===== src/rtl/riscv_fetch_unit.sv =====
// -----------------------------------------------------------------------------
// riscv_fetch_unit
//
// Instruction-fetch front end. Walks a PC through a synchronous-read
// instruction memory one word per cycle and parks the returned words in a
// two-entry FIFO. Decode drains the FIFO over a valid/ready handshake. A
// taken branch or jump redirects the PC and throws away everything fetched
// down the old path, both the buffered words and the word still in flight.
//
// Ports
//   CLK            system clock, rising edge
//   RST            asynchronous, active-high reset
//   imem_req       fetch request this cycle
//   imem_addr      fetch address (current PC); also the top-level ADDR port
//   imem_rdata     instruction word, valid the cycle after an issued request
//   redirect_valid single-cycle redirect pulse, overrides everything else
//   redirect_pc    redirect target (low two bits ignored)
//   out_valid      FIFO head available to decode
//   out_ready      decode accepts the head this cycle
//   out_instr      FIFO head instruction
//   out_pc         PC of out_instr
// -----------------------------------------------------------------------------
module riscv_fetch_unit #(
   parameter int                ADDR_W   = 16,
   parameter int                DATA_W   = 32,
   parameter logic [ADDR_W-1:0] RESET_PC = '0
) (
   input  logic              CLK,
   input  logic              RST,
   output logic              imem_req,
   output logic [ADDR_W-1:0] imem_addr,
   input  logic [DATA_W-1:0] imem_rdata,
   input  logic              redirect_valid,
   input  logic [ADDR_W-1:0] redirect_pc,
   output logic              out_valid,
   input  logic              out_ready,
   output logic [DATA_W-1:0] out_instr,
   output logic [ADDR_W-1:0] out_pc
);

   // One buffered fetch: the instruction together with the PC it came from.
   typedef struct packed {
      logic [ADDR_W-1:0] pc;
      logic [DATA_W-1:0] instr;
   } fifo_entry_t;

   localparam logic [ADDR_W-1:0] PC_STEP = ADDR_W'(4);

   // Fetch state
   logic [ADDR_W-1:0] pc;
   logic              inflight;      // a request was issued last cycle
   logic [ADDR_W-1:0] inflight_pc;   // address of that request

   // Two-entry FIFO
   fifo_entry_t       fifo_mem [2];
   logic              rd_ptr;
   logic              wr_ptr;
   logic [1:0]        fifo_count;

   logic              fifo_push;
   logic              fifo_pop;
   logic [2:0]        occupancy;
   logic [ADDR_W-1:0] redirect_target;

   // --------------------------------------------------------------------------
   // Handshake, issue and push decisions
   // --------------------------------------------------------------------------
   // NOTE: every signal assigned in an always_comb block gets a value on every
   // path (here: one unconditional assignment each), so no latch is inferred.
   always_comb begin
      // A redirect squashes the handshake in its own cycle so that decode
      // never consumes a word from the path being abandoned.
      out_valid = (fifo_count != 2'd0) && !redirect_valid;
      fifo_pop  = out_valid && out_ready;

      // The response to last cycle's request is kept unless a redirect
      // makes it stale.
      fifo_push = inflight && !redirect_valid;

      // Words buffered plus the word on its way back. Issue only when, after
      // this cycle's pop, there is still room for the new word: the
      // inequality below is "occupancy - pop < 2" rearranged to avoid an
      // unsigned underflow.
      occupancy = {1'b0, fifo_count} + {2'b00, inflight};
      imem_req  = !RST && !redirect_valid && (occupancy < (3'd2 + {2'b00, fifo_pop}));

      imem_addr = pc;
      out_pc    = fifo_mem[rd_ptr].pc;
      out_instr = fifo_mem[rd_ptr].instr;

      // Instructions are word aligned; the low bits of a target are dropped.
      redirect_target = {redirect_pc[ADDR_W-1:2], 2'b00};
   end

   // --------------------------------------------------------------------------
   // PC and in-flight tracking
   // --------------------------------------------------------------------------
   // NOTE: state registers use non-blocking assignments so every flop samples
   // the pre-edge value of every other flop, independent of block order.
   always_ff @(posedge CLK or posedge RST) begin
      if (RST) begin
         pc          <= RESET_PC;
         inflight    <= 1'b0;
         inflight_pc <= '0;
      end else if (redirect_valid) begin
         pc          <= redirect_target;
         inflight    <= 1'b0;
      end else begin
         inflight <= imem_req;
         if (imem_req) begin
            inflight_pc <= pc;
            pc          <= pc + PC_STEP;   // wraps modulo 2^ADDR_W
         end
      end
   end

   // --------------------------------------------------------------------------
   // FIFO pointers and occupancy
   // --------------------------------------------------------------------------
   always_ff @(posedge CLK or posedge RST) begin
      if (RST) begin
         rd_ptr     <= 1'b0;
         wr_ptr     <= 1'b0;
         fifo_count <= 2'd0;
      end else if (redirect_valid) begin
         rd_ptr     <= 1'b0;
         wr_ptr     <= 1'b0;
         fifo_count <= 2'd0;
      end else begin
         if (fifo_push) begin
            wr_ptr <= ~wr_ptr;
         end
         if (fifo_pop) begin
            rd_ptr <= ~rd_ptr;
         end
         // Simultaneous push and pop leave the count unchanged. A pop only
         // happens when out_valid is high, so an empty FIFO is never popped.
         unique case ({fifo_push, fifo_pop})
            2'b10:   fifo_count <= fifo_count + 2'd1;
            2'b01:   fifo_count <= fifo_count - 2'd1;
            default: fifo_count <= fifo_count;
         endcase
      end
   end

   // --------------------------------------------------------------------------
   // FIFO storage
   // --------------------------------------------------------------------------
   // NOTE: storage arrays are normally left unreset; these two entries are
   // cleared because out_instr/out_pc read straight from the head entry and
   // must show zero coming out of reset.
   always_ff @(posedge CLK or posedge RST) begin
      if (RST) begin
         for (int i = 0; i < 2; i++) begin
            fifo_mem[i] <= '0;
         end
      end else if (fifo_push) begin
         fifo_mem[wr_ptr] <= '{pc: inflight_pc, instr: imem_rdata};
      end
   end

endmodule

===== config.mk =====
export PLATFORM = sky130hd
export DESIGN_NAME = riscv_fetch_unit
export DESIGN_NICKNAME = d
export VERILOG_FILES = /design/src/rtl/riscv_fetch_unit.sv
export SDC_FILE = /design/constraint.sdc
export NUM_CORES = 1
export LEC_CHECK = 0
export CAP_MARGIN = 0
export CELL_PAD_IN_SITES_DETAIL_PLACEMENT = 1
export CELL_PAD_IN_SITES_GLOBAL_PLACEMENT = 1
export CORE_UTILIZATION = 43
export CTS_BUF_LIST = sky130_fd_sc_hd__clkbuf_2 sky130_fd_sc_hd__clkbuf_4 sky130_fd_sc_hd__clkbuf_8
export CTS_CLUSTER_DIAMETER = 150
export DETAILED_ROUTE_END_ITERATION = 12
export GPL_ROUTABILITY_DRIVEN = 1
export PLACE_DENSITY_LB_ADDON = 0.1
export SLEW_MARGIN = 20
export SYNTH_ARGS = -nofsm -noshare
export SYNTH_HDL_FRONTEND = slang
export SYNTH_SLANG_ARGS = --single-unit

===== constraint.sdc =====
create_clock -name CLK -period 4.7 [get_ports CLK]
set_input_delay 0.705 -clock CLK [delete_from_list [all_inputs] [get_ports CLK]]
set_output_delay 0.705 -clock CLK [all_outputs]
set_load 0.05 [all_outputs]

Word-level counts from Yosys, hierarchy flattened. Cells that the tools add are included.

Register bits: 133. Output and inout bits: 66. Logic and storage cells: 55.

Add/subtract/negate cells: 5. Order comparisons: 4. Equal/unequal tests: 2. Multiplexer cells: 15. Bitwise operators: 5. Reduce and logical (&&, ||, !) cells: 14.

Operators with widths (number): $mux W48 (4); $bwmux W96 (1); $demux W48 S1 (1); $mux W16 (2); $add A16 B3 Y16 const B (1); $reduce_bool A2 Y1 (4); $logic_and A1 B1 Y1 (6); $mux W1 (5); $ge A2 B2 Y1 const B (2); $not A1 Y2 (2); $pmux W2 S2 (1); $add A2 B1 Y3 (1); $add A2 B1 Y3 const A (1); $lt A3 B3 Y1 (1); $not A1 Y1 (3); $reduce_bool A3 Y1 (1); $add A2 B1 Y2 const B (1); $eq A2 B1 Y1 const B (1); $eq A2 B2 Y1 const B (1); $logic_not A1 Y1 (2); $lt A2 B1 Y1 const B (1); $mux W2 (1); $reduce_and A2 Y1 (1); $sub A2 B1 Y2 const B (1).

Logic depth before layout (Yosys ltp).
Depth in word-level cells: 8. Gate-level depth with buffers: 7. Mapped depth without buffers: 6.

Worst setup path after synthesis. OpenSTA, ideal clock, no wires.

Kind: input -> output. From: input redirect_valid. To: output out_valid. Arrival: 1772 ps. Data required time: 3995 ps. Path slack: 2223 ps. Stages: 3. Buffers on the path: 2. Cell sequence: clkbuf_1 -> buf_1 -> nor2_1.

Longest elaborated chain between the ends: 2.

Ends and longest elaborated chain: from (decl) (line 33) `input logic redirect_valid,`; $logic_not A1 Y1 (line 73) `out_valid = (fifo_count != 2'd0) && !redirect_valid;`; $logic_and A1 B1 Y1 (line 73); to (decl) (line 35) `output logic out_valid,`.

Every way passes these cells.

Worst setup path in the final report.
From: input redirect_valid. To: output imem_req.

Longest elaborated chain between the ends: 6.

Ends and longest elaborated chain: $logic_not A1 Y1 (*) (line 73, 85); $logic_and A1 B1 Y1 (line 73); $logic_and A1 B1 Y1 (line 74) `fifo_pop = out_valid && out_ready;`; $add A2 B1 Y3 (line 85) `imem_req = !RST && !redirect_valid && (occupancy < (3'd2 + {2'b00, fifo_pop}));`; $lt A3 B3 Y1 (line 85); $logic_and A1 B1 Y1 (*) (line 85); to (decl) (line 30) `output logic imem_req,`.

Mark *: on every way between the ends. The rest lies on a longest branch, timed or not.

==> flow_summary_export.csv <==
group,metric,value,unit
timing,period_needed,3551,ps
global_routing,grt_max_degree,120,
synthesis,syn_area,0.005684,mm^2
power_and_ir_drop,leakagePower,3.073,nW
cts,cts_tree,"built",
cts,h-tree-depth,4,
synthesis,synth.largest_area_cell,"dfrtp_1",
cts,cts_buffers,17,
drt,drt_first_pass_iters,4,
cts,cts_sinks,125,
synthesis,ys_top_cells_by_count,"152 x mux2_2, 125 x dfrtp_1, 18 x buf_2",
drt,drtIter0Drc,192,
power_and_ir_drop,intPower,2.471,mW
timing,period_share,0.7556,
cts,clkLatencyLatePin,430,ps
timing,setup_tns,0,ps
layout,layout-area-overhead-vs-synth,28.84,%
synthesis,yosysTopAreaCellShare,0.5503,
critical_path,crit_arrival,2850,ps
timing,drv_slew,0,
power_and_ir_drop,p_switching,1.310,mW
synthesis,seq_area_frac_synth,0.5503,
layout,fin_nets,580,
power_and_ir_drop,swShare,0.3465,
cts,cts_buffer_depth,2,
layout,multi_input_area,0.002385,mm^2
synthesis,async_flop_share,1.000,
layout,seq_area,0.003129,mm^2
layout,utilization,0.5733,
critical_path,crit_type,"input port to output port",
die,ios,118,
critical_path,cp-start-kind,"input port",
timing,setup_viol,0,
synthesis,yosysWarnings,0,
cts,clkTransAtPathRegs,60,ps
placement,hpwl,8318,um
cts,cts_resized,0,
global_routing,grt_pass1_vias,4175,
layout,drive_above_1_share,0.3717,
job,cap_violations,0,
synthesis,synth_cell_types,38,
power_and_ir_drop,power.density,516.3,mW/mm^2
die,die_w,117.0,um
placement,placed_area,0.006934,mm^2
timing,hold_viol_final,0,
timing,fmax,0.2816,GHz
drt,drc,0,
die,fp.dieH,117.0,um
layout,fill_cells,1250,
timing,maxSlewHeadroom,0.5191,
synthesis,synth_area_per_cell,13.70,um^2
cts,hold_buffers,0,
synthesis,ys.flop_type,"dfrtp_1",
synthesis,yosysMostFrequentCell,"mux2_2",
power_and_ir_drop,pwr-share-comb,0.354,
die,core,0.01277,mm^2
power_and_ir_drop,p_seq_frac,0.404,
synthesis,ys_ff_latch,125,
outcome,outcome,"finished, final reports clean",
layout,final_area,0.007323,mm^2
global_routing,antenna_found_initial,0,
synthesis,synth_edf_count,0,
die,initial_utilization,0.4450,
power_and_ir_drop,p_clk_frac,0.241,
drt,num_vias,3801,
cts,root_buffer,"clkbuf_8",
drt,via_per_inst,5.354,
critical_path,cp_data_required_time,3990,ps
die,dieArea,0.01368,mm^2
critical_path,critPathMaxFanout,23,
global_routing,grt_first_pass_wirelength,20820,um
placement,globalplace.congestion,0.7722,
synthesis,synth_area_leaders,"dfrtp_1 55%, mux2_2 30%, buf_2 1.6%",
layout,diodes,0,
global_routing,track_usage,0.2037,
timing,worst_pin_slew,721.3,ps
drt,routedWlPerCell,18.05,um
min_path,min_path_type,"flip-flop to flip-flop",
global_routing,overflow,0,
drt,ant_nets,0,
timing,grt_setup_unrepaired,"no",
timing,finClkSkew,8.009,ps
placement,portBuffers,111,
drt,wl,12820,um
critical_path,endpoint_kind,"output port",
power_and_ir_drop,vdd_drop_max,0.2018,mV
synthesis,postSynthCellCount,415,
cts,post_cts_buffers,0,
die,rows,41,
-- routing by layer --
layer  global-route usage  routed length (um)  up-vias
met4              0.07932                 189        0
li1                     -                   -     1723
met3              0.04943                 566       18
met5                    0                   0        -
met2               0.3412                6330      104
met1               0.2554                5733     1956
-- layout by cell type, fill, tap and decap left out, types with 3 or more instances in the layout --
master,count
o311ai_0,5
nor2_1,15
and3_1,4
o31a_1,4
clkbuf_4,5
clkbuf_8,19
dfrtp_1,124
clkinv_2,6
a31oi_1,7
o21ai_0,4
nand3_1,10
nand4_1,5
conb_1,4
ha_1,3
o31ai_1,6
or4_1,4
mux2_2,152
inv_1,6
nand2_1,8
buf_4,6
clkdlybuf4s50_1,111
and4_1,3
-- worst max-delay path: stages --
cell and delay, ps:
clkdlybuf4s50_1 390, buf_4 220, inv_1 470, and3_1 250, clkdlybuf4s50_1 800
-- stage by stage --
stage / total power [mW] / hold slack, ps / setup slack, ps / instances
detailed placement: 2.902 / 487.5 / 1156 / 678
global placement: 2.842 / 480.5 / 1166 / 678
floorplan: 2.471 / 473.7 / 667.4 / 418
finish: 3.781 / 501.5 / 1149 / 710
CTS: 3.834 / 503.7 / 1143 / 710
global route: 3.979 / 517.2 / 1035 / 710
-- cell families (layout without fill, tap and decap cells) --
family	Yosys count	count (layout)	share of synthesized area
multiplexers	152	152	0.3011
adder cells (fa/ha/maj)	3	3	0.006604
AO/OA/AOI/OAI	33	33	0.04336
buffers and inverters	37	157	0.03302
XOR/XNOR	3	3	0.004623
flip-flops	125	125	0.5503
AND/OR/NAND/NOR	61	61	0.06031
other	1	4	0.0006597
-- power by group through the flow --
stage | combinational, mW | sequential [mW] | clock (mW)
floorplan | 0.948 | 1.52 | 0
detailed placement | 1.35 | 1.55 | 0
finish | 1.34 | 1.53 | 0.912
global placement | 1.32 | 1.52 | 0
CTS | 1.36 | 1.53 | 0.942
global route | 1.42 | 1.57 | 0.991
-- worst paths after layout --
check	startpoint	end	slack, ps	cells past startpoint
max in group asynchronous	RST	imem_addr[6]	3220	3
min	fifo_mem[37]	fifo_mem[37]	500	1
min in group asynchronous	RST	imem_addr[2]	640	2
max reg2reg	inflight	inflight_pc[7]	2200	6
max	redirect_valid	imem_req	1150	5
min reg2reg	fifo_mem[37]	fifo_mem[37]	500	1
-- layout make-up --
type | instances | area share
sequential | 125 | 0.4273
multi-input combinational | 256 | 0.3256
timing repair buffer | 118 | 0.1606
clock buffer | 24 | 0.04083
tap | 172 | 0.02939
clock inverter | 8 | 0.01230
inverter | 7 | 0.003930
-- sequential cells by signal, summed over array words and instances, names as in the netlist --
name / flops
fifo_count: 2
fifo_mem: 92
imem_addr: 14
inflight: 1
inflight_pc: 14
rd_ptr: 1
wr_ptr: 1
Note: power is estimated with default switching activity, not from simulation.
